--- config.mk ---
export PLATFORM = sky130hd
export DESIGN_NAME = psx_pad_responder
export DESIGN_NICKNAME = d
export VERILOG_FILES = /design/src/rtl/psx_pad_pkg.sv /design/src/rtl/psx_edge_sync.sv /design/src/rtl/psx_pad_responder.sv
export SDC_FILE = /design/constraint.sdc
export NUM_CORES = 1
export LEC_CHECK = 0
export BUFFER_PORTS_ARGS = -buffer_cell sky130_fd_sc_hd__buf_2
export CORE_ASPECT_RATIO = 0.5
export CORE_MARGIN = 2
export CORE_UTILIZATION = 62
export CTS_CLUSTER_SIZE = 40
export DETAILED_ROUTE_END_ITERATION = 10
export PLACE_DENSITY = 0.84
export SLEW_MARGIN = 20
export SYNTH_ARGS = -nofsm -noshare
export SYNTH_HDL_FRONTEND = slang
export SYNTH_SLANG_ARGS = --single-unit
--- constraint.sdc ---
create_clock -name I_CLK -period 5.9 [get_ports I_CLK]
set_input_delay 0.59 -clock I_CLK [delete_from_list [all_inputs] [get_ports I_CLK]]
set_output_delay 0.59 -clock I_CLK [all_outputs]
set_load 0.01 [all_outputs]
--- src/rtl/psx_pad_pkg.sv ---
`default_nettype none
// ============================================================================
//  Module      : psx_pad_pkg
//  Description : Shared constants, state encoding and helpers for the
//                PlayStation pad responder (device side of the pad link).
//                Holds the protocol byte values, the responder state enum
//                and the final-byte index lookup used by the top level.
//  Ports       : none (package)
//  Revision    : 1.0 - initial release
// ============================================================================
package psx_pad_pkg;

    // Protocol byte values seen on the wire
    localparam logic [7:0] PSX_CMD_START  = 8'h01;
    localparam logic [7:0] PSX_CMD_POLL   = 8'h42;
    localparam logic [7:0] PSX_ID_DIGITAL = 8'h41;
    localparam logic [7:0] PSX_ID_ANALOG  = 8'h73;
    localparam logic [7:0] PSX_DATA_MARK  = 8'h5A;
    localparam logic [7:0] PSX_IDLE_BYTE  = 8'hFF;

    // Index of the last byte of a frame in each mode
    localparam logic [3:0] PSX_LAST_DIGITAL = 4'd4;
    localparam logic [3:0] PSX_LAST_ANALOG  = 4'd8;

    typedef enum logic [1:0] {
        IDLE   = 2'd0,
        XFER   = 2'd1,
        IGNORE = 2'd2,
        DONE   = 2'd3
    } psx_state_t;

    function automatic logic [3:0] psx_last_byte(input logic analog);
        return analog ? PSX_LAST_ANALOG : PSX_LAST_DIGITAL;
    endfunction

endpackage
`default_nettype wire

--- src/rtl/psx_edge_sync.sv ---
`default_nettype none
// ============================================================================
//  Module      : psx_edge_sync
//  Description : Two-flop synchronizer for one asynchronous pad-link line,
//                plus single-cycle rise/fall pulses derived by comparing the
//                synchronized level with its value one cycle earlier.
//  Ports       : clk       - system clock
//                rst_n     - synchronous active-low reset
//                async_in  - asynchronous input pin
//                sync_out  - synchronized level
//                rise      - one-cycle pulse on a synchronized 0->1
//                fall      - one-cycle pulse on a synchronized 1->0
//  Revision    : 1.0 - initial release
// ============================================================================
module psx_edge_sync (
    input  logic clk,
    input  logic rst_n,
    input  logic async_in,
    output logic sync_out,
    output logic rise,
    output logic fall
);

    logic r_meta;
    logic r_sync;
    logic r_prev;

    // During reset the whole chain tracks the pin, so releasing reset while a
    // line already sits low (e.g. SEL held through a mid-frame reset) does not
    // manufacture a false edge.
    always_ff @(posedge clk) begin
        if (!rst_n) begin
            r_meta <= async_in;
            r_sync <= async_in;
            r_prev <= async_in;
        end else begin
            r_meta <= async_in;
            r_sync <= r_meta;
            r_prev <= r_sync;
        end
    end

    assign sync_out = r_sync;
    assign rise     = r_sync & ~r_prev;
    assign fall     = ~r_sync & r_prev;

endmodule
`default_nettype wire

--- src/rtl/psx_pad_responder.sv ---
`default_nettype none
// ============================================================================
//  Module      : psx_pad_responder
//  Description : Device-side PlayStation/DualShock pad emulator. Oversamples
//                the host psCLK/psSEL/psTXD lines, shifts back a poll reply
//                LSB first on O_psRXD and pulses O_psACK_n after every
//                non-final byte. Captures host bytes 3/4 of a 0x42 poll as
//                vibration data.
//  Ports       : I_CLK        - system clock
//                I_RSTn       - synchronous active-low reset
//                I_psCLK      - host serial clock (async, idle high)
//                I_psSEL      - host select, active-low (async)
//                I_psTXD      - host command data (async)
//                O_psRXD      - reply data, idles high
//                O_psACK_n    - acknowledge, active-low
//                I_ANALOG     - 1 = analog (ID 0x73, 9 bytes), 0 = digital
//                I_BTN        - button bytes, active-low, [7:0] first
//                I_STICK      - RX, RY, LX, LY from [7:0] upward
//                O_VIB        - host bytes 3/4 of the last completed poll
//                O_FRAME_DONE - one-cycle pulse at end of a valid frame
//  Revision    : 1.0 - initial release
// ============================================================================
module psx_pad_responder
    import psx_pad_pkg::*;
#(
    parameter int ACK_DELAY = 126,
    parameter int ACK_WIDTH = 50
) (
    input  logic        I_CLK,
    input  logic        I_RSTn,
    input  logic        I_psCLK,
    input  logic        I_psSEL,
    input  logic        I_psTXD,
    output logic        O_psRXD,
    output logic        O_psACK_n,
    input  logic        I_ANALOG,
    input  logic [15:0] I_BTN,
    input  logic [31:0] I_STICK,
    output logic [15:0] O_VIB,
    output logic        O_FRAME_DONE
);

    localparam int C_ACK_MAX = (ACK_DELAY > ACK_WIDTH) ? ACK_DELAY : ACK_WIDTH;
    localparam int C_CNT_W   = $clog2(C_ACK_MAX + 1);
    localparam logic [C_CNT_W-1:0] C_DELAY_LOAD = C_CNT_W'(ACK_DELAY - 1);
    localparam logic [C_CNT_W-1:0] C_WIDTH_LOAD = C_CNT_W'(ACK_WIDTH - 1);

    // ------------------------------------------------------------------
    // Input synchronisation
    // ------------------------------------------------------------------
    logic w_clk_lvl, w_clk_rise, w_clk_fall;
    logic w_sel,     w_sel_rise, w_sel_fall;
    logic w_txd,     w_txd_rise, w_txd_fall;

    psx_edge_sync u_sync_clk (
        .clk      (I_CLK),
        .rst_n    (I_RSTn),
        .async_in (I_psCLK),
        .sync_out (w_clk_lvl),
        .rise     (w_clk_rise),
        .fall     (w_clk_fall)
    );

    psx_edge_sync u_sync_sel (
        .clk      (I_CLK),
        .rst_n    (I_RSTn),
        .async_in (I_psSEL),
        .sync_out (w_sel),
        .rise     (w_sel_rise),
        .fall     (w_sel_fall)
    );

    psx_edge_sync u_sync_txd (
        .clk      (I_CLK),
        .rst_n    (I_RSTn),
        .async_in (I_psTXD),
        .sync_out (w_txd),
        .rise     (w_txd_rise),
        .fall     (w_txd_fall)
    );

    // SEL is acted on by level (a high level in any active state means it
    // has just risen); the remaining edge/level taps are not needed.
    logic w_unused_sync;
    assign w_unused_sync = ^{w_clk_lvl, w_sel_rise, w_txd_rise, w_txd_fall};

    // ------------------------------------------------------------------
    // State and datapath registers
    // ------------------------------------------------------------------
    psx_state_t r_state;
    psx_state_t w_next_state;

    logic        r_mode;
    logic [7:0]  r_tx;
    logic [6:0]  r_rx;
    logic [3:0]  r_byte_idx;
    logic [2:0]  r_bit_idx;
    logic [15:0] r_btn_snap;
    logic [31:0] r_stick_snap;
    logic [15:0] r_staging;
    logic        r_rxd;
    logic [15:0] r_vib;
    logic        r_frame_done;

    logic               r_ack_busy;
    logic               r_ack_low;
    logic [C_CNT_W-1:0] r_ack_cnt;

    // ------------------------------------------------------------------
    // Byte-completion decode
    // ------------------------------------------------------------------
    logic       w_byte_done;
    logic [7:0] w_rx_byte;
    logic       w_final;
    logic       w_bad;
    logic       w_arm;
    logic [7:0] w_next_tx;
    logic [15:0] w_vib_final;

    // SEL high takes priority, so a psCLK rise coincident with SEL rise
    // never samples a bit.
    assign w_byte_done = (r_state == XFER) && !w_sel && w_clk_rise
                         && (r_bit_idx == 3'd7);
    assign w_rx_byte   = {w_txd, r_rx};
    assign w_final     = w_byte_done && (r_byte_idx == psx_last_byte(r_mode));
    assign w_bad       = w_byte_done &&
                         (((r_byte_idx == 4'd0) && (w_rx_byte != PSX_CMD_START)) ||
                          ((r_byte_idx == 4'd1) && (w_rx_byte != PSX_CMD_POLL)));
    assign w_arm       = w_byte_done && !w_bad && !w_final;

    // Digital frames end on byte 4, whose host value is still on the wire;
    // analog frames already have both bytes in staging.
    assign w_vib_final = (r_byte_idx == 4'd4) ? {w_rx_byte, r_staging[7:0]}
                                               : r_staging;

    // Reply byte for the byte following the one just completed
    always_comb begin
        w_next_tx = PSX_IDLE_BYTE;
        case (r_byte_idx)
            4'd0:    w_next_tx = r_mode ? PSX_ID_ANALOG : PSX_ID_DIGITAL;
            4'd1:    w_next_tx = PSX_DATA_MARK;
            4'd2:    w_next_tx = r_btn_snap[7:0];
            4'd3:    w_next_tx = r_btn_snap[15:8];
            4'd4:    w_next_tx = r_stick_snap[7:0];
            4'd5:    w_next_tx = r_stick_snap[15:8];
            4'd6:    w_next_tx = r_stick_snap[23:16];
            4'd7:    w_next_tx = r_stick_snap[31:24];
            default: w_next_tx = PSX_IDLE_BYTE;
        endcase
    end

    // ------------------------------------------------------------------
    // FSM
    // ------------------------------------------------------------------
    always_ff @(posedge I_CLK) begin
        if (!I_RSTn) begin
            r_state <= IDLE;
        end else begin
            r_state <= w_next_state;
        end
    end

    always_comb begin
        w_next_state = r_state;
        case (r_state)
            IDLE: begin
                if (w_sel_fall) begin
                    w_next_state = XFER;
                end
            end
            XFER: begin
                if (w_sel) begin
                    w_next_state = IDLE;
                end else if (w_bad) begin
                    w_next_state = IGNORE;
                end else if (w_final) begin
                    w_next_state = DONE;
                end
            end
            IGNORE, DONE: begin
                if (w_sel) begin
                    w_next_state = IDLE;
                end
            end
            default: w_next_state = IDLE;
        endcase
    end

    // ------------------------------------------------------------------
    // Shift datapath, snapshots and vibration capture
    // ------------------------------------------------------------------
    always_ff @(posedge I_CLK) begin
        if (!I_RSTn) begin
            r_mode       <= 1'b0;
            r_tx         <= PSX_IDLE_BYTE;
            r_rx         <= '0;
            r_byte_idx   <= '0;
            r_bit_idx    <= '0;
            r_btn_snap   <= '0;
            r_stick_snap <= '0;
            r_staging    <= '0;
            r_rxd        <= 1'b1;
            r_vib        <= '0;
            r_frame_done <= 1'b0;
        end else begin
            r_frame_done <= 1'b0;
            case (r_state)
                IDLE: begin
                    r_rxd <= 1'b1;
                    if (w_sel_fall) begin
                        r_mode     <= I_ANALOG;
                        r_tx       <= PSX_IDLE_BYTE;
                        r_byte_idx <= '0;
                        r_bit_idx  <= '0;
                    end
                end
                XFER: begin
                    if (w_sel) begin
                        r_rxd <= 1'b1;
                    end else begin
                        if (w_clk_fall) begin
                            r_rxd <= r_tx[r_bit_idx];
                        end
                        if (w_clk_rise) begin
                            // Bit 7 is taken straight from the line at completion
                            if (r_bit_idx != 3'd7) begin
                                r_rx[r_bit_idx] <= w_txd;
                            end
                            r_bit_idx <= r_bit_idx + 3'd1;
                        end
                        if (w_byte_done) begin
                            if (r_byte_idx != PSX_LAST_ANALOG) begin
                                r_byte_idx <= r_byte_idx + 4'd1;
                            end
                            if (w_bad) begin
                                r_rxd <= 1'b1;
                            end else if (w_final) begin
                                r_rxd        <= 1'b1;
                                r_frame_done <= 1'b1;
                                r_vib        <= w_vib_final;
                            end else begin
                                r_tx <= w_next_tx;
                                // Freeze pad state once the poll is confirmed so
                                // every reply byte of the frame is coherent.
                                if (r_byte_idx == 4'd1) begin
                                    r_btn_snap   <= I_BTN;
                                    r_stick_snap <= I_STICK;
                                end
                                if (r_byte_idx == 4'd3) begin
                                    r_staging[7:0] <= w_rx_byte;
                                end
                                if (r_byte_idx == 4'd4) begin
                                    r_staging[15:8] <= w_rx_byte;
                                end
                            end
                        end
                    end
                end
                default: begin
                    r_rxd <= 1'b1;
                end
            endcase
        end
    end

    // ------------------------------------------------------------------
    // ACK generator: ACK_DELAY cycles of wait then ACK_WIDTH cycles low.
    // Only SEL going high, leaving the active frame or a rejected byte
    // cancels it; further psCLK activity does not.
    // ------------------------------------------------------------------
    always_ff @(posedge I_CLK) begin
        if (!I_RSTn) begin
            r_ack_busy <= 1'b0;
            r_ack_low  <= 1'b0;
            r_ack_cnt  <= '0;
        end else if (w_sel || (r_state == IDLE) || (r_state == IGNORE) ||
                     (w_byte_done && w_bad)) begin
            r_ack_busy <= 1'b0;
            r_ack_low  <= 1'b0;
            r_ack_cnt  <= '0;
        end else if (w_arm) begin
            r_ack_busy <= 1'b1;
            r_ack_low  <= 1'b0;
            r_ack_cnt  <= C_DELAY_LOAD;
        end else if (r_ack_busy) begin
            if (r_ack_cnt == '0) begin
                if (!r_ack_low) begin
                    r_ack_low <= 1'b1;
                    r_ack_cnt <= C_WIDTH_LOAD;
                end else begin
                    r_ack_busy <= 1'b0;
                    r_ack_low  <= 1'b0;
                end
            end else begin
                r_ack_cnt <= r_ack_cnt - 1'b1;
            end
        end
    end

    assign O_psRXD      = r_rxd;
    assign O_psACK_n    = ~r_ack_low;
    assign O_VIB        = r_vib;
    assign O_FRAME_DONE = r_frame_done;

endmodule
`default_nettype wire

==> metrics.csv, run 1 <==
metric;value;unit
leakage;2.64;nW
h-tree-depth;4;
vdd_drop_max;0.217;mV
syn-cell-area;5570;µm²
die_area;9800;µm²
maxCapViolations;0;
status;finished, final reports clean;
syn_to_final_growth;17.1;%
hpwl;7.89;mm
fill_cells;616;
final_util;74.8;%
drt-pass1-iter-count;7;
first_global_vias;4424;
worstPathArrival;3.36;ns
post_cts_resized;0;
avgRoutedWirePerCell;15.8;µm
coreArea;8710;µm²
period_share;51.9;%
worst_slew_pin_slew;1.08;ns
max_freq;327;MHz
via_per_inst;5.82;
synth_top_area_share;44.6;%
startpoint_type;flop;
clock_sinks;124;
setup_tns;0;ns
vias;4648;
grt_max_degree;114;
synth-main-ff-cell;dfxtp_1;
max_slew_margin;27.5;%
synth-seq-area-share;44.6;%
die_w;138;µm
holdBufCountCts;0;
cts_setup_buffers;0;
cts.clk_slew.worst_paths;0.05;ns
hold_path.class;in2reg;
yosysTopAreaCell;dfxtp_1;
start_util;63.9;%
route.detailed.drc;0;
io_buffers;72;
place.gp.congestion;0.866;
fin_nets;732;
drv_slew;0;
yosys.cell_types.count;64;
synthCells;616;
hold_path_depth;1;
antenna_found_initial;0;
synth.net_count;678;
r2r_cells;6;
worst-path-max-fanout;24;
cts_root_buf;clkbuf_16;
multi_input_area;2840;µm²
synth_area_leaders;dfxtp_1 (45%), nand2_1 (10%), mux2i_1 (6.5%);
clk_latency;0.42;ns
seq_area;2480;µm²
power;1.97;mW
synth_edf_count;0;
setup_viol;0;
final_cell_mix;nand2_1 (148), dfxtp_1 (124), buf_2 (72), a21boi_0 (37), mux2i_1 (36);
cp-end-kind;flop;
rows;24;
cp.required;6.20;ns
grt_pass1_wl;21.1;mm
wl;12.6;mm
power.density;302;nW/µm²
ios;73;
initialDrtViolationCount;410;
cts_tree;done;
hold_viol;0;
layout_commonest_cell;nand2_1;
syn_area_per_cell;9.04;µm²
cts_made_buffers;17;
clock_path_buffers;2;
ys_ff_latch;124;
rsz0062_at_grt;false;
grt-ovfl-total;0;
async_flop_share;0;%
postRouteAntennaNets;0;
die_y;71;µm
post-route-min-period;3.06;ns
grt_usage;26.7;%
drive_gt1_share;17.8;%
finClkSkew;0.00584;ns
ys_warn_count;0;
path_class;reg2reg;
num_antenna_cells;0;
==> logic make-up after synthesis <==
logic type | after synthesis | synth area share [%]
AND/OR/NAND/NOR | 249 | 22.0
AO/OA/AOI/OAI | 131 | 18.3
flip-flops | 124 | 44.6
buffers and inverters | 58 | 4.70
multiplexers | 40 | 7.69
adder cells (fa/ha/maj) | 8 | 1.80
XOR/XNOR | 6 | 0.944
==> cell type report <==
class,instances,share of cell area (%)
Inverter,18,1.04
Timing Repair Buffer,75,5.88
Clock buffer,23,7.49
Tap cell,117,2.25
Sequential cell,124,38.1
Clock inverter,7,1.73
Multi-Input combinational cell,434,43.5
==> cells in the mapped netlist (3+ instances only) <==
library cell  count
buf_2             8
a21boi_1         20
ha_1              8
nor3b_1           3
inv_1            18
nand4_1           6
nand2_1         148
a21oi_1          14
a221oi_1          6
nand3_1          17
buf_6             4
dfxtp_1         124
a211oi_1          3
mux2i_1          36
a222oi_1          6
a21boi_0         37
nor3_1            4
a31oi_1           6
nor2b_1          32
xnor2_1           4
nor2_1           11
o211a_1           8
o21ai_0           5
nand2b_1          3
a311oi_1          6
nor4_1            3
clkbuf_1         27
==> flip-flops by register name, indices dropped and copies added (netlist names), 2 cells and up <==
name          flops
r_stick_snap     32
r_byte_idx        4
O_VIB            16
r_tx              8
r_bit_idx         3
r_state           2
r_ack_cnt         7
r_staging        16
r_rx              7
r_btn_snap       16
==> layer usage <==
metal  part of all wire (%)  global-route usage, %
met1                     46                   35.0
met2                     47                   42.2
met3                    5.5                   6.97
met5                      0                      0
met4                    1.4                   12.4
==> critical path, cell delays in order, from the launching register on <==
cell and delay, ns:
dfxtp_1 0.35, inv_1 0.13, ha_1 0.76, o21ai_1 0.42, nor3_4 0.91, mux2i_1 0.27, nor2b_1 0.08
==> where the power goes <==
| group | internal [mW] | switching, mW | total [mW] |
|---|---|---|---|
| Clock | 0.701 | 0.354 | 1.06 |
| Sequential | 0.844 | 0.00857 | 0.853 |
| Combinational | 0.0307 | 0.0286 | 0.0593 |
==> worst paths after layout <==
| kind | start | endpoint | slack (ns) |
|---|---|---|---|
| worst max-delay path | r_byte_idx[0]$_SDFFE_PN0P_ | O_VIB[1]$_SDFFE_PN0P_ | 2.84 |
| worst max register to register | r_byte_idx[0]$_SDFFE_PN0P_ | O_VIB[1]$_SDFFE_PN0P_ | 2.84 |
| worst min register to register | u_sync_sel.r_meta$_DFF_P_ | u_sync_sel.sync_out$_DFF_P_ | 0.43 |
| worst min-delay path | I_psTXD | u_sync_txd.r_meta$_DFF_P_ | 0.28 |
==> per-stage QoR <==
step	instances	setup WS (ns)	area, µm²	hold WS, ns
floorplan	616	3.72	5570	0.403
global placement	768	2.98	5900	0.408
detailed placement	768	2.86	5900	0.416
CTS	798	2.85	6500	0.275
global route	798	2.60	6520	0.270
finish	798	2.84	6520	0.284
No activity file was read; power rests on OpenSTA's default activity.
==> run 2, diff against run 1 <==
CORE_UTILIZATION = 57   (was 62)
PLACE_DENSITY = 0.78   (was 0.84)
clock period = 2.9 ns   (was 5.9 ns; I/O delays follow)
==> metrics.csv, run 2 (same netlist as run 1, synthesis figures left out) <==
metric;value;unit;change
avgRoutedWirePerCell;14.7;µm;-6.8%
fin_nets;743;;+1.5%
status;finished, final reports clean;;
drt-pass1-iter-count;6;;-1
clkPwrFrac;53.9;%;+0.3 points
clock_path_buffers;2;;unchanged
worst_slew_pin_slew;0.888;ns;-0.191 ns
vdd_drop_max;0.525;mV;+140%
syn_to_final_growth;19.5;%;
maxCapViolations;0;;unchanged
leakage;2.70;nW;+2.2%
max_freq;383;MHz;+17%
route.detailed.drc;0;;unchanged
cts_setup_buffers;0;;unchanged
die_area;10600;µm²;+8.4%
internal-power;3.15;mW;+100%
worstPathArrival;2.88;ns;-0.48 ns
ios;73;;unchanged
clock_sinks;124;;unchanged
vias;4555;;-2.0%
die_y;73.9;µm;+4.1%
swShare;22.1;%;+2.2 points
drv_slew;0;;unchanged
whs;0.112;ns;-0.172 ns
post-route-min-period;2.61;ns;-0.449 ns
cts_root_buf;clkbuf_16;;
cp.required;3.17;ns;-3.03 ns
cp-end-kind;flop;;
setup_tns;0;ns;unchanged
startpoint_type;flop;;
h-tree-depth;4;;unchanged
grt-ovfl-total;0;;unchanged
power.density;607;nW/µm²;+100%
rsz0062_at_grt;false;;
grt_pass1_wl;20.0;mm;-5.3%
grt_max_degree;107;;-6.1%
clk_latency;0.42;ns;about the same
pwr-share-comb;3.1;%;about the same
path_class;reg2reg;;
rows;25;;+4.2%
setup_ws;0.290;ns;-2.55 ns
largest_register_ffs;32;;unchanged
cts_tree;done;;
finClkSkew;0.00637;ns;+0.000528 ns
drive_gt1_share;18.9;%;+1.1 points
io_buffers;72;;unchanged
cts.clk_slew.worst_paths;0.06;ns;about the same
hold_path.class;in2reg;;
antenna_found_initial;0;;unchanged
hpwl;7.79;mm;-1.3%
seqPwrFrac;42.9;%;-0.4 points
final_cell_mix;nand2_1 (148), dfxtp_1 (124), buf_2 (72), a21boi_0 (37), mux2i_1 (36);;
hold_viol;0;;unchanged
finalNonFillerCells;829;;+3.9%
num_antenna_cells;0;;unchanged
wl;12.2;mm;-3.2%
max_slew_margin;40.8;%;+13 points
first_global_vias;4184;;-5.4%
place.gp.congestion;0.830;;-4.1%
pre_cts_ws;0.333;ns;-2.53 ns
worst-path-max-fanout;10;;-58%
start_util;58.7;%;-5.2 points
p_sw;893;µW;+130%
setup_viol;0;;unchanged
power;4.04;mW;+110%
grt_usage;24.4;%;-2.4 points
regMostFlops;r_stick_snap;;
period_share;90.0;%;+38 points
coreArea;9480;µm²;+8.8%
dpl.cell_count;794;;+3.4%
layout_commonest_cell;nand2_1;;
via_per_inst;5.49;;-5.7%
initialDrtViolationCount;318;;-22%
die_w;144;µm;+4.2%
postRouteAntennaNets;0;;unchanged
cts_made_buffers;17;;unchanged
-- run 2: cell types whose count changed in the layout (fill, tap and decap cells not counted), moves of 3 or more --
cell / delta
buf_4: +6
dlygate4sd3_1: +3
clkinv_4: +4
clkbuf_8: -4
inv_6: +4
-- run 2: area by class of cell --
type / instances / area [µm²]
clock buffers: 17 / 425
clock inverters: 15 / 188
fillers: 735 / 2830
inverters: 18 / 67.6
multi-input cells: 434 / 2820
flip-flops and latches: 124 / 2480
well taps: 135 / 169
repair buffers: 86 / 498
-- run 2: stage by stage --
stage	cell area [µm²]	utilization (%)
after floorplan	5570	-
after global placement	6010	63.4
after detailed placement	6010	63.4
after CTS	6650	70.2
after global routing	6650	70.2
final	6650	70.2
-- run 2: final timing paths --
| check | start | to | slack (ns) | cells past startpoint |
|---|---|---|---|---|
| min reg2reg | u_sync_clk.r_meta$_DFF_P_ | u_sync_clk.sync_out$_DFF_P_ | 0.43 | 2 |
| max | r_bit_idx[1]$_SDFFE_PN0P_ | r_byte_idx[1]$_SDFFE_PN0P_ | 0.29 | 7 |
| min | I_STICK[7] | r_stick_snap[7]$_SDFFE_PN0P_ | 0.11 | 3 |
| max reg2reg | r_bit_idx[1]$_SDFFE_PN0P_ | r_byte_idx[1]$_SDFFE_PN0P_ | 0.29 | 7 |
-- run 2: metal layers --
layer	GRT usage, %	vias to the layer above	part of all wire [%]	wire [µm]
li1	-	2283	-	-
met1	32.7	2107	48	5880
met2	37.8	138	44	5320
met3	5.41	27	6.2	752
met4	11.9	0	2.2	266
met5	0	-	0	0
-- run 2: timing repair --
action / in CTS / in global routing
endpoints found under the hold margin: 3 / 0
hold buffers: 3 / 0
resized for setup: 0 / 0
-- run 2: power groups by stage --
| stage | sequential (mW) | clock [mW] | combinational [mW] |
|---|---|---|---|
| global route | 1.74 | 2.27 | 0.138 |
| detailed placement | 1.77 | 0 | 0.121 |
| CTS | 1.73 | 2.20 | 0.125 |
| floorplan | 1.76 | 0 | 0.0764 |
| finish | 1.73 | 2.18 | 0.126 |
| global placement | 1.77 | 0 | 0.121 |
-- run 2: worst max-delay path, stage by stage (launching register included) --
cell and delay, ns:
dfxtp_1 0.48, ha_1 0.20, ha_1 0.18, inv_1 0.13, nor3_4 0.40, o21ai_0 0.24, a2111oi_0 0.62, o22ai_1 0.21
==> run 3, diff against run 2 <==
==> constraint.sdc (replaced) <==
create_clock -name I_CLK -period 2.9 [get_ports I_CLK]
set_input_delay 0.145 -clock I_CLK [delete_from_list [all_inputs] [get_ports I_CLK]]
set_output_delay 0.145 -clock I_CLK [all_outputs]
set_load 0.01 [all_outputs]
==> metrics.csv, run 3 (same netlist as run 1, synthesis figures left out) <==
metric;value;unit;change
holdBufCountCts;48;;+45
vdd_drop_max;0.535;mV;+2.0%
clock_path_buffers;2;;unchanged
r2r_cells;7;;unchanged
hpwl;7.79;mm;unchanged
max_slew_margin;41.3;%;+0.45 points
cp.required;3.18;ns;about the same
clock_sinks;124;;unchanged
max_stage_delay;0.61;ns;about the same
avgRoutedWirePerCell;15.3;µm;+4.1%
finalNonFillerCells;874;;+5.4%
worstPathCellList;ha_1 -> ha_1 -> inv_1 -> nor3_4 -> o21ai_0 -> a2111oi_0 -> o22ai_1;;
die_w;144;µm;unchanged
setup_tns;0;ns;unchanged
ff2ff_setup_slack;0.29;ns;about the same
first_global_vias;4457;;+6.5%
ios;73;;unchanged
via_per_inst;5.53;;+0.70%
rows;25;;unchanged
worst_slew_pin_slew;0.881;ns;-0.00670 ns
worst-path-max-fanout;10;;unchanged
max_freq;384;MHz;+0.18%
largest_register_ffs;32;;unchanged
grt_max_degree;107;;unchanged
cp.buffers_inverters;1;;unchanged
whs;0.0124;ns;-0.0996 ns
cts_made_buffers;17;;unchanged
startpoint_type;flop;;
regMostFlops;r_stick_snap;;
cts.clk_slew.worst_paths;0.06;ns;about the same
cts_setup_buffers;0;;unchanged
pwr-share-comb;4.3;%;+1.2 points
status;finished, final reports clean;;
hold_viol;0;;unchanged
maxCapViolations;0;;unchanged
antenna_found_initial;0;;unchanged
finClkSkew;0.00857;ns;+0.00220 ns
r2r_start;r_bit_idx[1]$_SDFFE_PN0P_;;
route.detailed.drc;0;;unchanged
vias;4836;;+6.2%
swShare;22.2;%;+0.049 points
h-tree-depth;4;;unchanged
post-route-min-period;2.61;ns;-0.00462 ns
wl;13.4;mm;+9.7%
grt_usage;26.5;%;+2.1 points
die_y;73.9;µm;unchanged
hold_path.class;in2reg;;
drt-pass1-iter-count;6;;unchanged
cts_root_buf;clkbuf_16;;
fin_area;7100;µm²;+6.8%
place.gp.congestion;0.830;;unchanged
dpl.cell_count;794;;unchanged
hold_path_depth;3;;unchanged
leakage;2.88;nW;+7.0%
drv_slew;0;;unchanged
grt_pass1_wl;21.6;mm;+8.3%
postRouteAntennaNets;0;;unchanged
syn_to_final_growth;27.6;%;
start_util;58.7;%;unchanged
coreArea;9480;µm²;unchanged
layout_commonest_cell;nand2_1;;
period_share;89.8;%;-0.16 points
holdPathEnd;r_stick_snap[18]$_SDFFE_PN0P_;;
worstPathArrival;2.88;ns;about the same
seqPwrFrac;42.4;%;-0.5 points
setup_viol;0;;unchanged
power;4.09;mW;+1.3%
placed_area;6010;µm²;unchanged
cts_tree;done;;
p_sw;907;µW;+1.6%
path_class;reg2reg;;
initialDrtViolationCount;383;;+20%
power.density;576;nW/µm²;-5.1%
final_cell_mix;nand2_1 (148), dfxtp_1 (124), buf_2 (72), dlygate4sd3_1 (48), a21boi_0 (37);;
path_delay_family;compound AO/OA/AOI/OAI gates;;
rsz0062_at_grt;false;;
post_cts_resized;0;;unchanged
drive_gt1_share;17.7;%;-1.1 points
die_area;10600;µm²;unchanged
grt-ovfl-total;0;;unchanged
clkPwrFrac;53.3;%;-0.6 points
clk_latency;0.42;ns;about the same
cp-end-kind;flop;;
internal-power;3.19;mW;+1.3%
num_antenna_cells;0;;unchanged
slowest_stage;a2111oi_0;;
io_buffers;72;;unchanged
reg2reg_to;r_byte_idx[1]$_SDFFE_PN0P_;;
fin_nets;788;;+6.1%
critical-path-top-cell-by-count;ha_1;;
fill_cells;662;;-9.9%
worst_hold_startpoint;I_STICK[18];;
run 3: routing by layer:
metal  vias to the layer above  track usage, %  wire (µm)
met5                         -               0          0
li1                       2373               -          -
met4                         0            11.9        259
met1                      2273            34.5       6190
met3                        27            5.54        728
met2                       163            43.1       6220
run 3: power by group through the flow:
stage          clock (mW)  sequential [mW]  combinational, mW
5_1_grt              2.27             1.74              0.190
2_1_floorplan           0             1.76             0.0764
3_3_place_gp            0             1.77              0.121
4_1_cts              2.20             1.73              0.171
6_report             2.18             1.73              0.175
3_5_place_dp            0             1.77              0.121
run 3: worst min-delay path, delay by kind of cell:
family / cells / cell delay [ns]
AO/OA/AOI/OAI: 1 / 0.07
buffers and inverters: 1 / 0.10
AND/OR/NAND/NOR: 1 / 0.06
run 3: final cells by class:
cell class	count	area, µm²	share of cell area (%)
Multi-Input combinational cell	434	2820	39.7
Clock buffer	17	425	5.99
Sequential cell	124	2480	34.9
Timing Repair Buffer	131	948	13.4
Inverter	18	67.6	0.951
Tap cell	135	169	2.38
Clock inverter	15	188	2.64
run 3: through the flow:
step	setup WS (ns)	util, %
5_1_grt	0.154	74.9
3_3_place_gp	0.574	63.4
3_5_place_dp	0.333	63.4
4_1_cts	0.320	74.9
6_report	0.295	74.9
2_1_floorplan	0.723	-
run 3: worst max-delay path by stage:
stage | start | end | slack [ns] | cells after the start
floorplan | r_bit_idx[1]$_SDFFE_PN0P_ | r_byte_idx[1]$_SDFFE_PN0P_ | 0.72 | 7
global placement | r_bit_idx[1]$_SDFFE_PN0P_ | r_byte_idx[1]$_SDFFE_PN0P_ | 0.57 | 7
detailed placement | r_bit_idx[1]$_SDFFE_PN0P_ | r_byte_idx[1]$_SDFFE_PN0P_ | 0.33 | 7
CTS | r_bit_idx[1]$_SDFFE_PN0P_ | r_byte_idx[1]$_SDFFE_PN0P_ | 0.32 | 7
global route | r_bit_idx[1]$_SDFFE_PN0P_ | r_byte_idx[1]$_SDFFE_PN0P_ | 0.15 | 7
finish | r_bit_idx[1]$_SDFFE_PN0P_ | r_byte_idx[1]$_SDFFE_PN0P_ | 0.29 | 7
